==> src/rtl/regfile_write_sequencer_pkg.sv <==
`default_nettype none
// ============================================================================
// Module      : regfile_write_sequencer_pkg
// Description : Shared widths and write-back entry layout for the register
//               file write sequencer.
// Revision    : 1.0 - initial release
// ============================================================================
package regfile_write_sequencer_pkg;

    localparam int REG_ADDR_W = 5;
    localparam int REG_DATA_W = 32;
    localparam int ENTRY_W    = REG_ADDR_W + REG_DATA_W;

    localparam logic [REG_ADDR_W-1:0] REG_ZERO = 5'd0;

    typedef struct packed {
        logic [REG_ADDR_W-1:0] addr;
        logic [REG_DATA_W-1:0] data;
    } wb_entry_t;

endpackage : regfile_write_sequencer_pkg
`default_nettype wire

==> src/rtl/regfile_write_sequencer_wb_fifo.sv <==
`default_nettype none
// ============================================================================
// Module      : wb_fifo
// Description : DEPTH x 37 synchronous write-back FIFO exposing per-entry
//               valid bits and destination addresses for hazard compares.
// Revision    : 1.0 - initial release
// ============================================================================
module wb_fifo
    import regfile_write_sequencer_pkg::*;
#(
    parameter int DEPTH = 4,
    parameter int CNT_W = 3
) (
    input  logic                        Clk,
    input  logic                        Reset,
    input  logic                        Push,
    input  logic [ENTRY_W-1:0]          PushEntry,
    input  logic                        Pop,
    output logic [ENTRY_W-1:0]          HeadEntry,
    output logic [CNT_W-1:0]            Count,
    output logic                        Empty,
    output logic                        Full,
    output logic [DEPTH-1:0]            ValidVec,
    output logic [DEPTH*REG_ADDR_W-1:0] AddrVec
);

    localparam int PTR_W = $clog2(DEPTH);

    logic [ENTRY_W-1:0] r_mem [DEPTH];
    logic [DEPTH-1:0]   r_valid;
    logic [PTR_W-1:0]   r_head;
    logic [PTR_W-1:0]   r_tail;
    logic [CNT_W-1:0]   r_count;

    logic w_doPush;
    logic w_doPop;

    assign Empty    = (r_count == '0);
    assign Full     = (r_count == CNT_W'(DEPTH));
    assign w_doPush = Push & ~Full;
    assign w_doPop  = Pop & ~Empty;

    assign HeadEntry = r_mem[r_head];
    assign Count     = r_count;
    assign ValidVec  = r_valid;

    generate
        for (genvar gi = 0; gi < DEPTH; gi++) begin : g_addr_flat
            assign AddrVec[gi*REG_ADDR_W +: REG_ADDR_W] = r_mem[gi][ENTRY_W-1 -: REG_ADDR_W];
        end
    endgenerate

    // Power-of-two depth lets the pointers wrap by natural overflow.
    always_ff @(posedge Clk or posedge Reset) begin
        if (Reset) begin
            for (int i = 0; i < DEPTH; i++) begin
                r_mem[i] <= '0;
            end
            r_valid <= '0;
            r_head  <= '0;
            r_tail  <= '0;
            r_count <= '0;
        end else begin
            if (w_doPop) begin
                r_valid[r_head] <= 1'b0;
                r_head          <= r_head + PTR_W'(1);
            end
            if (w_doPush) begin
                r_mem[r_tail]   <= PushEntry;
                r_valid[r_tail] <= 1'b1;
                r_tail          <= r_tail + PTR_W'(1);
            end
            case ({w_doPush, w_doPop})
                2'b10:   r_count <= r_count + CNT_W'(1);
                2'b01:   r_count <= r_count - CNT_W'(1);
                default: r_count <= r_count;
            endcase
        end
    end

endmodule : wb_fifo
`default_nettype wire

==> src/rtl/regfile_write_sequencer.sv <==
`default_nettype none
// ============================================================================
// Module      : regfile_write_sequencer
// Description : Arbitrates load/ALU write-back requests into an in-order
//               queue driving the register file write port, with hazard flags.
// Revision    : 1.0 - initial release
// ============================================================================
module regfile_write_sequencer
    import regfile_write_sequencer_pkg::*;
#(
    parameter int DEPTH = 4,
    parameter int CNT_W = 3
) (
    input  logic                  Clk,
    input  logic                  Reset,
    input  logic                  MemValid,
    output logic                  MemReady,
    input  logic [4:0]            MemReg,
    input  logic [31:0]           MemData,
    input  logic                  AluValid,
    output logic                  AluReady,
    input  logic [4:0]            AluReg,
    input  logic [31:0]           AluData,
    input  logic                  Freeze,
    input  logic [4:0]            ReadRegister1,
    input  logic [4:0]            ReadRegister2,
    output logic                  Pending1,
    output logic                  Pending2,
    output logic [4:0]            WriteRegister,
    output logic [31:0]           WriteData,
    output logic                  RegWrite,
    output logic [CNT_W-1:0]      Count,
    output logic                  Empty
);

    logic                        w_full;
    logic                        w_memFire;
    logic                        w_aluFire;
    logic                        w_push;
    logic                        w_pop;
    wb_entry_t                   w_pushEntry;
    wb_entry_t                   w_headEntry;
    logic [DEPTH-1:0]            w_validVec;
    logic [DEPTH*REG_ADDR_W-1:0] w_addrVec;
    logic [DEPTH-1:0]            w_hit1;
    logic [DEPTH-1:0]            w_hit2;

    // Readies look only at registered occupancy; a same-cycle pop earns no credit.
    assign MemReady = ~w_full;
    assign AluReady = ~w_full & ~MemValid;

    assign w_memFire = MemValid & MemReady;
    assign w_aluFire = AluValid & AluReady;

    assign w_pushEntry.addr = w_memFire ? MemReg  : AluReg;
    assign w_pushEntry.data = w_memFire ? MemData : AluData;

    // Register-0 writes complete the handshake but never occupy a slot.
    assign w_push = (w_memFire | w_aluFire) & (w_pushEntry.addr != REG_ZERO);

    assign RegWrite = ~Empty & ~Freeze;
    assign w_pop    = RegWrite;

    assign WriteRegister = Empty ? '0 : w_headEntry.addr;
    assign WriteData     = Empty ? '0 : w_headEntry.data;

    wb_fifo #(
        .DEPTH (DEPTH),
        .CNT_W (CNT_W)
    ) u_wb_fifo (
        .Clk       (Clk),
        .Reset     (Reset),
        .Push      (w_push),
        .PushEntry (w_pushEntry),
        .Pop       (w_pop),
        .HeadEntry (w_headEntry),
        .Count     (Count),
        .Empty     (Empty),
        .Full      (w_full),
        .ValidVec  (w_validVec),
        .AddrVec   (w_addrVec)
    );

    generate
        for (genvar gi = 0; gi < DEPTH; gi++) begin : g_hazard
            assign w_hit1[gi] = w_validVec[gi] &
                                (w_addrVec[gi*REG_ADDR_W +: REG_ADDR_W] == ReadRegister1);
            assign w_hit2[gi] = w_validVec[gi] &
                                (w_addrVec[gi*REG_ADDR_W +: REG_ADDR_W] == ReadRegister2);
        end
    endgenerate

    assign Pending1 = (ReadRegister1 != REG_ZERO) & (|w_hit1);
    assign Pending2 = (ReadRegister2 != REG_ZERO) & (|w_hit2);

endmodule : regfile_write_sequencer
`default_nettype wire

==> config.mk <==
export PLATFORM = sky130hd
export DESIGN_NAME = regfile_write_sequencer
export DESIGN_NICKNAME = d
export VERILOG_FILES = /design/src/rtl/regfile_write_sequencer_pkg.sv /design/src/rtl/regfile_write_sequencer_wb_fifo.sv /design/src/rtl/regfile_write_sequencer.sv
export SDC_FILE = /design/constraint.sdc
export NUM_CORES = 1
export LEC_CHECK = 0
export BUFFER_PORTS_ARGS = -buffer_cell sky130_fd_sc_hd__buf_2
export CAP_MARGIN = 20
export CORE_MARGIN = 2
export CORE_UTILIZATION = 45
export CTS_CLUSTER_DIAMETER = 60
export DETAILED_ROUTE_END_ITERATION = 7
export PLACE_DENSITY = 0.67
export REMOVE_ABC_BUFFERS = 1
export SYNTH_ARGS = -nofsm -noshare
export SYNTH_HDL_FRONTEND = slang
export SYNTH_SLANG_ARGS = --single-unit
==> constraint.sdc <==
create_clock -name Clk -period 15 [get_ports Clk]
set_input_delay 2.25 -clock Clk [delete_from_list [all_inputs] [get_ports Clk]]
set_output_delay 2.25 -clock Clk [all_outputs]
set_load 0.005 [all_outputs]
==> impl_metrics.tcl <==
set metrics [dict create \
    hold_path.class "flip-flop to flip-flop" \
    cts_buffers 17 \
    overflow 0 \
    synth.avg_cell_area_um2 11.0 \
    drive_gt1_share_pct 26.2 \
    portBuffers 134 \
    finalSetupViolCount 0 \
    tns_ns 0 \
    clk_latency_ns 0.42 \
    drv_cap 0 \
    synth_area_um2 8220 \
    drt-initial-drc-count 371 \
    cts_tree "built" \
    gp_congestion 0.863 \
    dp_hpwl_um 11600 \
    seq_area_frac_synth_pct 48.4 \
    antenna_found_initial 0 \
    cp_data_arrival_time_ns 3.30 \
    ys_types 35 \
    placeableCoreArea_um2 18000 \
    cts.sinks 159 \
    outcome "completed" \
    ys_warn_count 0 \
    rows 49 \
    register_area_um2 3980 \
    initial_utilization_pct 45.7 \
    critPathKind "primary input to output port" \
    fmax_mhz 180 \
    ys_ff_latch 159 \
    p_leak_uw 0.00413 \
    finalCriticalPeriod_ns 5.55 \
    met3_usage_pct 3.56 \
    synthCells 749 \
    rr_startpoint "u_wb_fifo.Count[2]" \
    num-fill-cells 1612 \
    hold_path.startpoint "u_wb_fifo.r_mem[24]" \
    irDropWorstVdd_mv 0.0970 \
    crit_fanout 5 \
    cts_resized 0 \
    fin_worst_skew_ns 0.00870 \
    startpoint_type "primary input" \
    via_per_inst 5.29 \
    cts-root-buf "clkbuf_16" \
    rsz0062_at_grt "no" \
    clock_path_buffers 2 \
    met2_usage_pct 33.0 \
    hold_buffers 0 \
    top_usage_layer "met2" \
    drt_pass1_iterations 4 \
    timing_hold_violations_final 0 \
    reg2reg_slack_ns 11.68 \
    syn2layout_area_growth_pct 15.7 \
    grt_use_met1_pct 26.1 \
    io_pins 135 \
    synth-edff-count 0 \
    drcViolationCount 0 \
    die_area_um2 19400 \
    avgRoutedWirePerCell_um 16.9 \
    slowest_stage "nor4_1" \
    die_x_um 139 \
    ys.flop_type "dfrtp_1" \
    async_reset_ff_share_pct 100 \
    cp-end-kind "output port" \
    worst_pin_slew_ns 1.28 \
    grt_usage_pct 19.7 \
    final.period_utilization_pct 37.0 \
    fin_util_pct 52.9 \
    cts.clk_slew.worst_paths_ns 0.06 \
    n_antenna_cell 0 \
    htreeDepth 4 \
    grt_max_degree 84 \
    routed_wl_um 18500 \
    grt_pass1_vias 5823 \
    antenna_left 0 \
    die_h_um 139 \
    cpPeakStageDelay_ns 0.29 \
    cp-startpoint "ReadRegister2[3]" \
    drv_slew 0 \
    required_ns 12.75 \
    worstPathCellList "buf_2, xor2_1, nor4_1, nand3_1, nand4_1, o21a_1, buf_2" \
    power_density_nw_per_um2 241 \
    post_cts_buffers 0 \
    slew_headroom_pct 14.6 \
    multiInputGateArea_um2 3780 \
    fin_nets 955 \
    grt_pass1_wl_um 30200 \
    cp_common_cell "buf_2" \
    vias 5798 \
]
## routing by layer
| layer | routed length (µm) | vias up |
|---|---|---|
| met1 | 8330 | 2805 |
| met4 | 306 | 0 |
| met2 | 9070 | 151 |
| met3 | 805 | 22 |
| li1 | - | 2820 |
| met5 | 0 | - |
## cells by family (layout without fill, tap and decap cells)
| logic type | count (synthesis) | after routing | synth area share, % |
|---|---|---|---|
| xor+xnor | 45 | 45 | 4.80 |
| buf+inv | 66 | 185 | 5.69 |
| flops | 159 | 159 | 48.4 |
| mux | 77 | 77 | 15.0 |
| simple gates | 227 | 227 | 13.0 |
| compound gates | 165 | 165 | 11.5 |
| fa+ha+maj | 10 | 10 | 1.61 |
## path summary, 6_finish.rpt
path	to	depth (start not counted)
hold / removal	u_wb_fifo.r_mem[24]	2
setup / recovery	Pending2	7
setup reg to reg	u_wb_fifo.r_mem[119]	7
min in group asynchronous	u_wb_fifo.r_mem[55]	2
max in group asynchronous	u_wb_fifo.r_mem[54]	3
hold reg to reg	u_wb_fifo.r_mem[24]	2
## cell type report
class	instances	share of cell area [%]
Sequential cell	159	41.9
Multi-Input combinational cell	524	39.7
Timing Repair Buffer	143	7.76
Clock buffer	19	4.76
Tap cell	229	3.01
Clock inverter	12	2.41
Inverter	11	0.487
## sequential cells by signal (all words and copies together) (netlist names)
name / cells
u_wb_fifo.ValidVec: 4
u_wb_fifo.r_head: 2
u_wb_fifo.r_mem: 128
u_wb_fifo.Count: 3
u_wb_fifo.r_tail: 2
u_wb_fifo.AddrVec: 20
## critical path: cells and delay by family
family | cells | cell delay (ns)
xor+xnor | 1 | 0.15
simple gates | 3 | 0.51
buf+inv | 2 | 0.26
compound gates | 1 | 0.13
## layout by cell type (no fill, tap or decap), types with 10 or more instances in the layout
cell type / netlist / routed
dfrtp_1: 159 / 157
nor2_1: 144 / 144
a21oi_1: 141 / 141
buf_2: 8 / 134
mux2i_1: 39 / 39
mux4_2: 37 / 37
nor2b_1: 37 / 37
xor2_1: 34 / 34
clkbuf_16: 0 / 17
nand3_1: 16 / 16
xnor2_1: 11 / 11
nor4_1: 10 / 10
## where the power goes
group	switching [µW]	internal [µW]	leakage, µW
registers	170	646	0.00176
logic	488	494	0.00203
clock network	174	322	0.000334
total	832	1460	0.00413
## cell usage after synthesis (2+ instances only)
library cell	number	area, µm²
dfrtp_1	159	3980
nor2_1	144	541
a21oi_1	141	706
mux2i_1	39	390
mux4_2	37	833
nor2b_1	37	231
xor2_1	34	298
buf_6	28	315
clkbuf_1	17	63.8
nand3_1	16	80.1
xnor2_1	11	96.3
inv_1	10	37.5
nor4_1	10	62.6
ha_1	9	113
o21ai_0	9	45.0
buf_2	8	40.0
nand2_1	6	22.5
a21o_1	4	30.0
a221oi_4	4	105
o2bb2ai_1	4	35.0
or4_1	3	22.5
buf_1	2	7.51
nand4_1	2	12.5
nor3_1	2	10.0
nor3b_4	2	37.5
o21a_1	2	15.0
## stage by stage
step / hold WS (ns) / instance area, µm² / worst slack, ns / total power, µW / cells
final: 0.520 / 9510 / 9.45 / 2290 / 1097
after global routing: 0.545 / 9510 / 9.34 / 2470 / 1097
after CTS: 0.527 / 9510 / 9.45 / 2320 / 1097
after detailed placement: 0.514 / 8830 / 9.45 / 1810 / 1066
after global placement: 0.503 / 8830 / 9.48 / 1780 / 1066
after floorplan: 0.471 / 7790 / 8.46 / 1480 / 694
(Power assumes the default switching activity.)
